File: config.mk
export PLATFORM = sky130hd
export DESIGN_NAME = key_conditioner_flat
export DESIGN_NICKNAME = d
export VERILOG_FILES = /design/src/rtl/pong_pkg.sv /design/src/rtl/key_conditioner_if.sv /design/src/rtl/key_channel.sv /design/src/rtl/key_conditioner.sv /design/src/flat_wrapper.sv
export SDC_FILE = /design/constraint.sdc
export NUM_CORES = 1
export LEC_CHECK = 0
export BUFFER_PORTS_ARGS = -buffer_cell sky130_fd_sc_hd__buf_2
export CORE_MARGIN = 1
export CORE_UTILIZATION = 56
export DETAILED_ROUTE_END_ITERATION = 12
export GPL_TIMING_DRIVEN = 0
export PLACE_DENSITY = 0.72
export SYNTH_ARGS = -nofsm -noshare
export SYNTH_HDL_FRONTEND = slang
export SYNTH_SLANG_ARGS = --single-unit
File: constraint.sdc
create_clock -name clk -period 2.5 [get_ports clk]
set_input_delay 0.25 -clock clk [delete_from_list [all_inputs] [get_ports clk]]
set_output_delay 0.25 -clock clk [all_outputs]
set_load 0.05 [all_outputs]
File: src/rtl/pong_pkg.sv
// ---------------------------------------------------------------------------
// pong_pkg
// Shared types and constants for the pong input path: key channel state
// encoding, pixel-clock timing constants and key index assignments.
// Revision: 1.0
// ---------------------------------------------------------------------------
`default_nettype none

package pong_pkg;

   // Per-key debounce / repeat state
   typedef enum logic [1:0] {
      RELEASED        = 2'd0,
      CONFIRM_PRESS   = 2'd1,
      PRESSED         = 2'd2,
      CONFIRM_RELEASE = 2'd3
   } key_state_t;

   // Pixel clock for 1024x768@60
   localparam int CLK_HZ     = 65_000_000;
   localparam int CYC_PER_MS = CLK_HZ / 1000;

   // Converts a duration in milliseconds into pixel-clock cycles
   function automatic int ms_to_cycles(input int ms);
      return ms * CYC_PER_MS;
   endfunction

   localparam int CYC_20MS  = 20 * CYC_PER_MS;   // debounce window
   localparam int CYC_500MS = 500 * CYC_PER_MS;  // first auto-repeat delay
   localparam int CYC_100MS = 100 * CYC_PER_MS;  // auto-repeat period

   // Key indices as used by the game block
   localparam int KEY_DOWN = 0;
   localparam int KEY_UP   = 1;
   localparam int KEY_AUX2 = 2;
   localparam int KEY_AUX3 = 3;

endpackage

`default_nettype wire

File: src/rtl/key_conditioner_if.sv
// ---------------------------------------------------------------------------
// key_conditioner_if
// Button bundle between the board pins, the key conditioner and its
// consumers (game block KEYS input, menu/score logic).
// Revision: 1.0
// ---------------------------------------------------------------------------
`default_nettype none

interface key_conditioner_if #(
   parameter int N_KEYS = 4
) ();

   logic [N_KEYS-1:0] keys_raw_n;   // raw asynchronous buttons, 0 = pressed
   logic [N_KEYS-1:0] keys_db_n;    // debounced level, 0 = pressed
   logic [N_KEYS-1:0] press_p;      // one-cycle accepted press
   logic [N_KEYS-1:0] release_p;    // one-cycle accepted release
   logic [N_KEYS-1:0] repeat_p;     // one-cycle auto-repeat tick

   // The conditioner produces the clean levels and strobes
   modport master (
      input  keys_raw_n,
      output keys_db_n,
      output press_p,
      output release_p,
      output repeat_p
   );

   // The board side supplies raw keys and consumes the results
   modport slave (
      output keys_raw_n,
      input  keys_db_n,
      input  press_p,
      input  release_p,
      input  repeat_p
   );

endinterface

`default_nettype wire

File: src/rtl/key_channel.sv
// ---------------------------------------------------------------------------
// key_channel
// One button: two-flop synchroniser, debounce FSM with confirm counter and
// auto-repeat counter. All outputs are registered.
// Revision: 1.0
// ---------------------------------------------------------------------------
`default_nettype none

module key_channel
   import pong_pkg::*;
#(
   parameter int DEBOUNCE_CYCLES = CYC_20MS,
   parameter int REPEAT_DELAY    = CYC_500MS,
   parameter int REPEAT_RATE     = CYC_100MS,
   parameter int REPEAT_EN       = 1,
   parameter int CNT_W           = 26
) (
   input  logic clk,
   input  logic reset,
   input  logic key_raw_n,
   output logic key_db_n,
   output logic press_p,
   output logic release_p,
   output logic repeat_p
);

   localparam logic [CNT_W-1:0] DB_LAST    = CNT_W'(DEBOUNCE_CYCLES - 1);
   localparam logic [CNT_W-1:0] RPT_LAST   = CNT_W'(REPEAT_DELAY - 1);
   // Reloading to DELAY-RATE puts the next tick exactly RATE cycles later
   localparam logic [CNT_W-1:0] RPT_RELOAD = CNT_W'(REPEAT_DELAY - REPEAT_RATE);
   localparam logic [CNT_W-1:0] CNT_ONE    = CNT_W'(1);

   logic             sync_q1;
   logic             sync_q2;
   key_state_t       state;
   key_state_t       state_nxt;
   logic [CNT_W-1:0] cnt;
   logic [CNT_W-1:0] cnt_nxt;
   logic [CNT_W-1:0] rcnt;
   logic [CNT_W-1:0] rcnt_nxt;
   logic             db_nxt;
   logic             press_nxt;
   logic             release_nxt;
   logic             repeat_nxt;

   // Bring the asynchronous button into the clk domain; only sync_q2 is used
   always_ff @(posedge clk) begin
      if (reset) begin
         sync_q1 <= 1'b1;
         sync_q2 <= 1'b1;
      end else begin
         sync_q1 <= key_raw_n;
         sync_q2 <= sync_q1;
      end
   end

   // Debounce / repeat decisions from the current state and synced sample
   always_comb begin
      state_nxt   = state;
      cnt_nxt     = cnt;
      rcnt_nxt    = rcnt;
      db_nxt      = key_db_n;
      press_nxt   = 1'b0;
      release_nxt = 1'b0;
      repeat_nxt  = 1'b0;
      case (state)
         RELEASED: begin
            if (!sync_q2) begin
               state_nxt = CONFIRM_PRESS;
               cnt_nxt   = CNT_ONE;
            end else begin
               cnt_nxt   = '0;
            end
         end
         CONFIRM_PRESS: begin
            if (sync_q2) begin
               state_nxt = RELEASED;
               cnt_nxt   = '0;
            end else if (cnt == DB_LAST) begin
               state_nxt = PRESSED;
               cnt_nxt   = '0;
               rcnt_nxt  = '0;
               db_nxt    = 1'b0;
               press_nxt = 1'b1;
            end else begin
               cnt_nxt   = cnt + CNT_ONE;
            end
         end
         PRESSED: begin
            if (sync_q2) begin
               // repeat counter freezes while the release is being confirmed
               state_nxt = CONFIRM_RELEASE;
               cnt_nxt   = CNT_ONE;
            end else if (REPEAT_EN != 0) begin
               if (rcnt == RPT_LAST) begin
                  repeat_nxt = 1'b1;
                  rcnt_nxt   = RPT_RELOAD;
               end else begin
                  rcnt_nxt   = rcnt + CNT_ONE;
               end
            end
         end
         CONFIRM_RELEASE: begin
            if (!sync_q2) begin
               // bounce: resume repeat where it stopped, no new press
               state_nxt = PRESSED;
               cnt_nxt   = '0;
            end else if (cnt == DB_LAST) begin
               state_nxt   = RELEASED;
               cnt_nxt     = '0;
               db_nxt      = 1'b1;
               release_nxt = 1'b1;
            end else begin
               cnt_nxt     = cnt + CNT_ONE;
            end
         end
         default: begin
            state_nxt = RELEASED;
            cnt_nxt   = '0;
         end
      endcase
   end

   // State, counters and registered outputs
   always_ff @(posedge clk) begin
      if (reset) begin
         state     <= RELEASED;
         cnt       <= '0;
         rcnt      <= '0;
         key_db_n  <= 1'b1;
         press_p   <= 1'b0;
         release_p <= 1'b0;
         repeat_p  <= 1'b0;
      end else begin
         state     <= state_nxt;
         cnt       <= cnt_nxt;
         rcnt      <= rcnt_nxt;
         key_db_n  <= db_nxt;
         press_p   <= press_nxt;
         release_p <= release_nxt;
         repeat_p  <= repeat_nxt;
      end
   end

endmodule

`default_nettype wire

File: src/rtl/key_conditioner.sv
// ---------------------------------------------------------------------------
// key_conditioner
// Synchronises, debounces and strobes N_KEYS independent active-low push
// buttons for the pong game block and its menu/score logic.
// Revision: 1.0
// ---------------------------------------------------------------------------
`default_nettype none

module key_conditioner
   import pong_pkg::*;
#(
   parameter int N_KEYS          = 4,
   parameter int DEBOUNCE_CYCLES = CYC_20MS,
   parameter int REPEAT_DELAY    = CYC_500MS,
   parameter int REPEAT_RATE     = CYC_100MS,
   parameter int REPEAT_EN       = 1,
   parameter int CNT_W           = 26
) (
   input  logic           clk,
   input  logic           reset,
   key_conditioner_if.master bus
);

   logic [N_KEYS-1:0] db_n;
   logic [N_KEYS-1:0] press;
   logic [N_KEYS-1:0] release_s;
   logic [N_KEYS-1:0] repeat_s;

   generate
      for (genvar i = 0; i < N_KEYS; i++) begin : g_chan
         key_channel #(
            .DEBOUNCE_CYCLES (DEBOUNCE_CYCLES),
            .REPEAT_DELAY    (REPEAT_DELAY),
            .REPEAT_RATE     (REPEAT_RATE),
            .REPEAT_EN       (REPEAT_EN),
            .CNT_W           (CNT_W)
         ) u_chan (
            .clk       (clk),
            .reset     (reset),
            .key_raw_n (bus.keys_raw_n[i]),
            .key_db_n  (db_n[i]),
            .press_p   (press[i]),
            .release_p (release_s[i]),
            .repeat_p  (repeat_s[i])
         );
      end
   endgenerate

   assign bus.keys_db_n = db_n;
   assign bus.press_p   = press;
   assign bus.release_p = release_s;
   assign bus.repeat_p  = repeat_s;

endmodule

`default_nettype wire

File: src/flat_wrapper.sv
// flat-port wrapper written by rule: the top's interface ports become plain ports
module key_conditioner_flat import pong_pkg::*;
#(
   parameter int N_KEYS          = 4,
   parameter int DEBOUNCE_CYCLES = CYC_20MS,
   parameter int REPEAT_DELAY    = CYC_500MS,
   parameter int REPEAT_RATE     = CYC_100MS,
   parameter int REPEAT_EN       = 1,
   parameter int CNT_W           = 26
)
  (clk, reset, bus_keys_raw_n, bus_keys_db_n, bus_press_p, bus_release_p, bus_repeat_p);
  key_conditioner_if #(.N_KEYS(N_KEYS)) bus_i ();
  input  logic clk;
  input  logic reset;
  input wire logic [$bits(bus_i.keys_raw_n)-1:0] bus_keys_raw_n;
  output wire logic [$bits(bus_i.keys_db_n)-1:0] bus_keys_db_n;
  output wire logic [$bits(bus_i.press_p)-1:0] bus_press_p;
  output wire logic [$bits(bus_i.release_p)-1:0] bus_release_p;
  output wire logic [$bits(bus_i.repeat_p)-1:0] bus_repeat_p;
  assign bus_i.keys_raw_n = bus_keys_raw_n;
  assign bus_keys_db_n = bus_i.keys_db_n;
  assign bus_press_p = bus_i.press_p;
  assign bus_release_p = bus_i.release_p;
  assign bus_repeat_p = bus_i.repeat_p;
  key_conditioner #(.N_KEYS(N_KEYS), .DEBOUNCE_CYCLES(DEBOUNCE_CYCLES), .REPEAT_DELAY(REPEAT_DELAY), .REPEAT_RATE(REPEAT_RATE), .REPEAT_EN(REPEAT_EN), .CNT_W(CNT_W)) u_core (.clk(clk), .reset(reset), .bus(bus_i));
endmodule
==> summary.txt <==
Status = completed
Routed met2 length = 14,500 um
First-pass GRT wire length = 54,100 um
TritonRoute pass-1 iters = 5
DRC viols = 0
Layout cells sized above 1 = 11.6%
WL met3 = 1800 um
Met1 Wirelength = 15,200 um
PortBufs = 21
Max_cap viols = 0
# IOs = 22
Filler Cells Inserted = 1,899
CP startpoint kind = register
Core ar. = 0.0219 mm^2
DR WL/cell = 16.9 um
Post-layout instance area = 0.0142 mm^2
Final period utilization = 95.6%
Max Freq = 419 MHz
P per Cell Area = 572 mW/mm^2
CTS buffer count = 28
Clock skew = 13.3 ps
Dpl cell area = 0.0130 mm^2
FF+latch count, synth = 240
Die H = 152 um
FF/Latch Area = 0.00481 mm^2
TritonCTS clock tree = done
Multi-input gate area = 0.00726 mm^2
DPL Wire Length = 21,900 um
Netlist cell types = 80
Worst-Margin Slew = 799 ps
Yosys warns = 0
Largest net degree at the start of global routing = 14
Vias = 12,000
Antenna Nets Post-Route = 0
Dpl cells = 1,850
Critical Path Fanout Max = 7
Sinks on Clock Net = 240
Clock buffer depth = 3
Full die area = 0.0231 mm^2
Post-Route WL = 32,100 um
WP data required = 2930 ps
Mapped Cells = 1,549
Syn Nets = 1,563
CP Class = reg2reg
DR iter-0 viols = 888
Tmin final = 2390 ps
Initial antenna violation count = 0
Post-synth top area share = 38.2%
Root Buffer = clkbuf_16
Largest cells by area after synthesis = dfxtp_1, nand2_1, nor2_1
H-tree levels = 1
Worst slack at placement = -431 ps
Post-synth EDFFs = 0
Clk_lat worst skew = 540 ps
Number of global-route vias before repair = 11,000
Leakage power = 4.61 nW
Row cnt = 54
Clock slew at reported path FFs = 60 ps
Worst VDD drop = 0.516 mV
Area grow syn2layout = 12.9%
CP Data Arrival Time = 2820 ps
Placer Congestion = 0.902
DR top layer = met4
Post-Syn Area = 0.0126 mm^2
Avg Cell Area, Syn = 8.12 um^2
Sequential area share after synthesis = 38.2%
Yosys top cell by area = dfxtp_1
Final worst slack = 111 ps
Die width = 152 um
Non-Filler Instances = 1,905
Slew margin rel. = 46.8%
Worst hold slack = 278 ps
Unrepaired setup endpoints after global routing = no
Setup Viol. Count Final = 0
Share of flip-flops with an asynchronous set or reset = 0%
Via density = 6.30
Total GRT Usage = 27.3%
# nets final = 1,619
Min-delay worst type = in2reg
Worst setup EP type = register
Final global-route overflow total = 0
Ys flop type = dfxtp_1
Ant diodes = 0
Final hold vios = 0
Final Max Slew Viols = 0
Initial core utilization = 57.4%
sequential cells by signal (all words and copies together), names as in the netlist, named ones only:
| name | flops |
|---|---|
| u_core.g_chan.u_chan.state | 4 |
| u_core.g_chan.u_chan.cnt | 104 |
| u_core.g_chan.u_chan.sync_q2 | 4 |
| u_core.g_chan.u_chan.repeat_p | 4 |
| u_core.g_chan.u_chan.sync_q1 | 4 |
| u_core.g_chan.u_chan.release_p | 4 |
| u_core.g_chan.u_chan.rcnt | 104 |
| u_core.g_chan.u_chan.press_p | 4 |
| u_core.g_chan.u_chan.key_db_n | 4 |
worst max-delay path, cell delays in order (launching register included):
cell,delay [ps]
dfxtp_1,380
ha_2,230
nand4_1,200
or4_1,540
clkbuf_1,190
nor4_1,410
xor2_1,110
a22o_1,210
metal layers:
layer  GRT usage (%)  vias up
li1                -     5921
met4            7.48        0
met2            44.0      344
met1            38.4     5680
met5               0        -
met3            3.62       53
through the flow:
stage | power, mW | setup TNS [ps] | utilization (%)
2_1_floorplan | 4.03 | 0 | -
3_3_place_gp | 4.08 | -12010 | 59.5
3_5_place_dp | 4.08 | -12820 | 59.5
4_1_cts | 8.20 | 0 | 64.4
5_1_grt | 8.36 | 0 | 64.9
6_report | 8.13 | 0 | 64.9
area by class of cell:
class | count | share of cell area, %
flip-flops and latches | 240 | 33.9
clock buffers | 42 | 6.02
multi-input cells | 1161 | 51.1
inverters | 46 | 1.22
plain buffers | 96 | 3.31
clock inverters | 8 | 0.634
repair buffers | 32 | 1.39
well taps | 280 | 2.47
placed cells by master (no fill, tap or decap), types with 35 or more instances in the layout:
cell / netlist / layout
dfxtp_1: 240 / 236
nand2_1: 125 / 124
nor2_1: 124 / 124
nand3_1: 92 / 92
a21oi_1: 81 / 79
o21ai_0: 75 / 73
nand4_1: 70 / 70
clkbuf_1: 72 / 51
and3_1: 46 / 46
inv_1: 45 / 45
nor3_1: 46 / 45
a31oi_1: 44 / 44
xor2_1: 44 / 44
nor4_1: 42 / 39
and4_1: 37 / 35
power by group:
part           switching (mW)  total (mW)  internal, mW  leakage [nW]
combinational           0.112       0.158        0.0465          2.20
clock                    1.58        4.12          2.54         0.473
sequential             0.0108        3.85          3.84          1.94
total                    1.70        8.13          6.43          4.61
logic make-up after synthesis:
kind of cell,count (synthesis),share of synthesized area (%)
DFF,240,38.2
and+or+nand+nor,735,32.5
xor gates and xnor gates,72,5.01
adders and majority gates,8,0.796
AOI/OAI and AO/OA,337,17.7
muxes,9,0.726
buffers and inverters,148,5.07
worst paths after layout:
| path | from | end | slack, ps | cells past startpoint |
|---|---|---|---|---|
| worst max-delay path | u_core.g_chan[1].u_chan.rcnt[1] | u_core.g_chan[1].u_chan.rcnt[22] | 110 | 7 |
| worst min-delay path | reset | u_core.g_chan[2].u_chan.state[0] | 280 | 4 |
| worst max register to register | u_core.g_chan[1].u_chan.rcnt[1] | u_core.g_chan[1].u_chan.rcnt[22] | 110 | 7 |
| worst min register to register | u_core.g_chan[0].u_chan.sync_q1 | u_core.g_chan[0].u_chan.sync_q2 | 410 | 1 |
cell usage after synthesis, types with 9 or more instances:
cell type	count
dfxtp_1	240
nand2_1	125
nor2_1	124
nand3_1	92
a21oi_1	81
o21ai_0	75
clkbuf_1	72
nand4_1	70
and3_1	46
nor3_1	46
inv_1	45
a31oi_1	44
xor2_1	44
nor4_1	42
and4_1	37
xnor2_1	28
and2_1	25
or4_1	25
or3_1	22
buf_4	17
o211ai_1	14
or2_2	12
a221o_1	11
nor4b_1	11
o31ai_1	10
buf_2	9
timing repair:
action | in CTS | in global routing
pin swaps | 2 | 3
setup endpoints to repair | 66 | 113
resized for setup | 19 | 52
hold endpoints to repair | 4 | 0
hold buffers | 4 | 0
setup buffers | 2 | 5
Power figures use the tool's default switching activity.
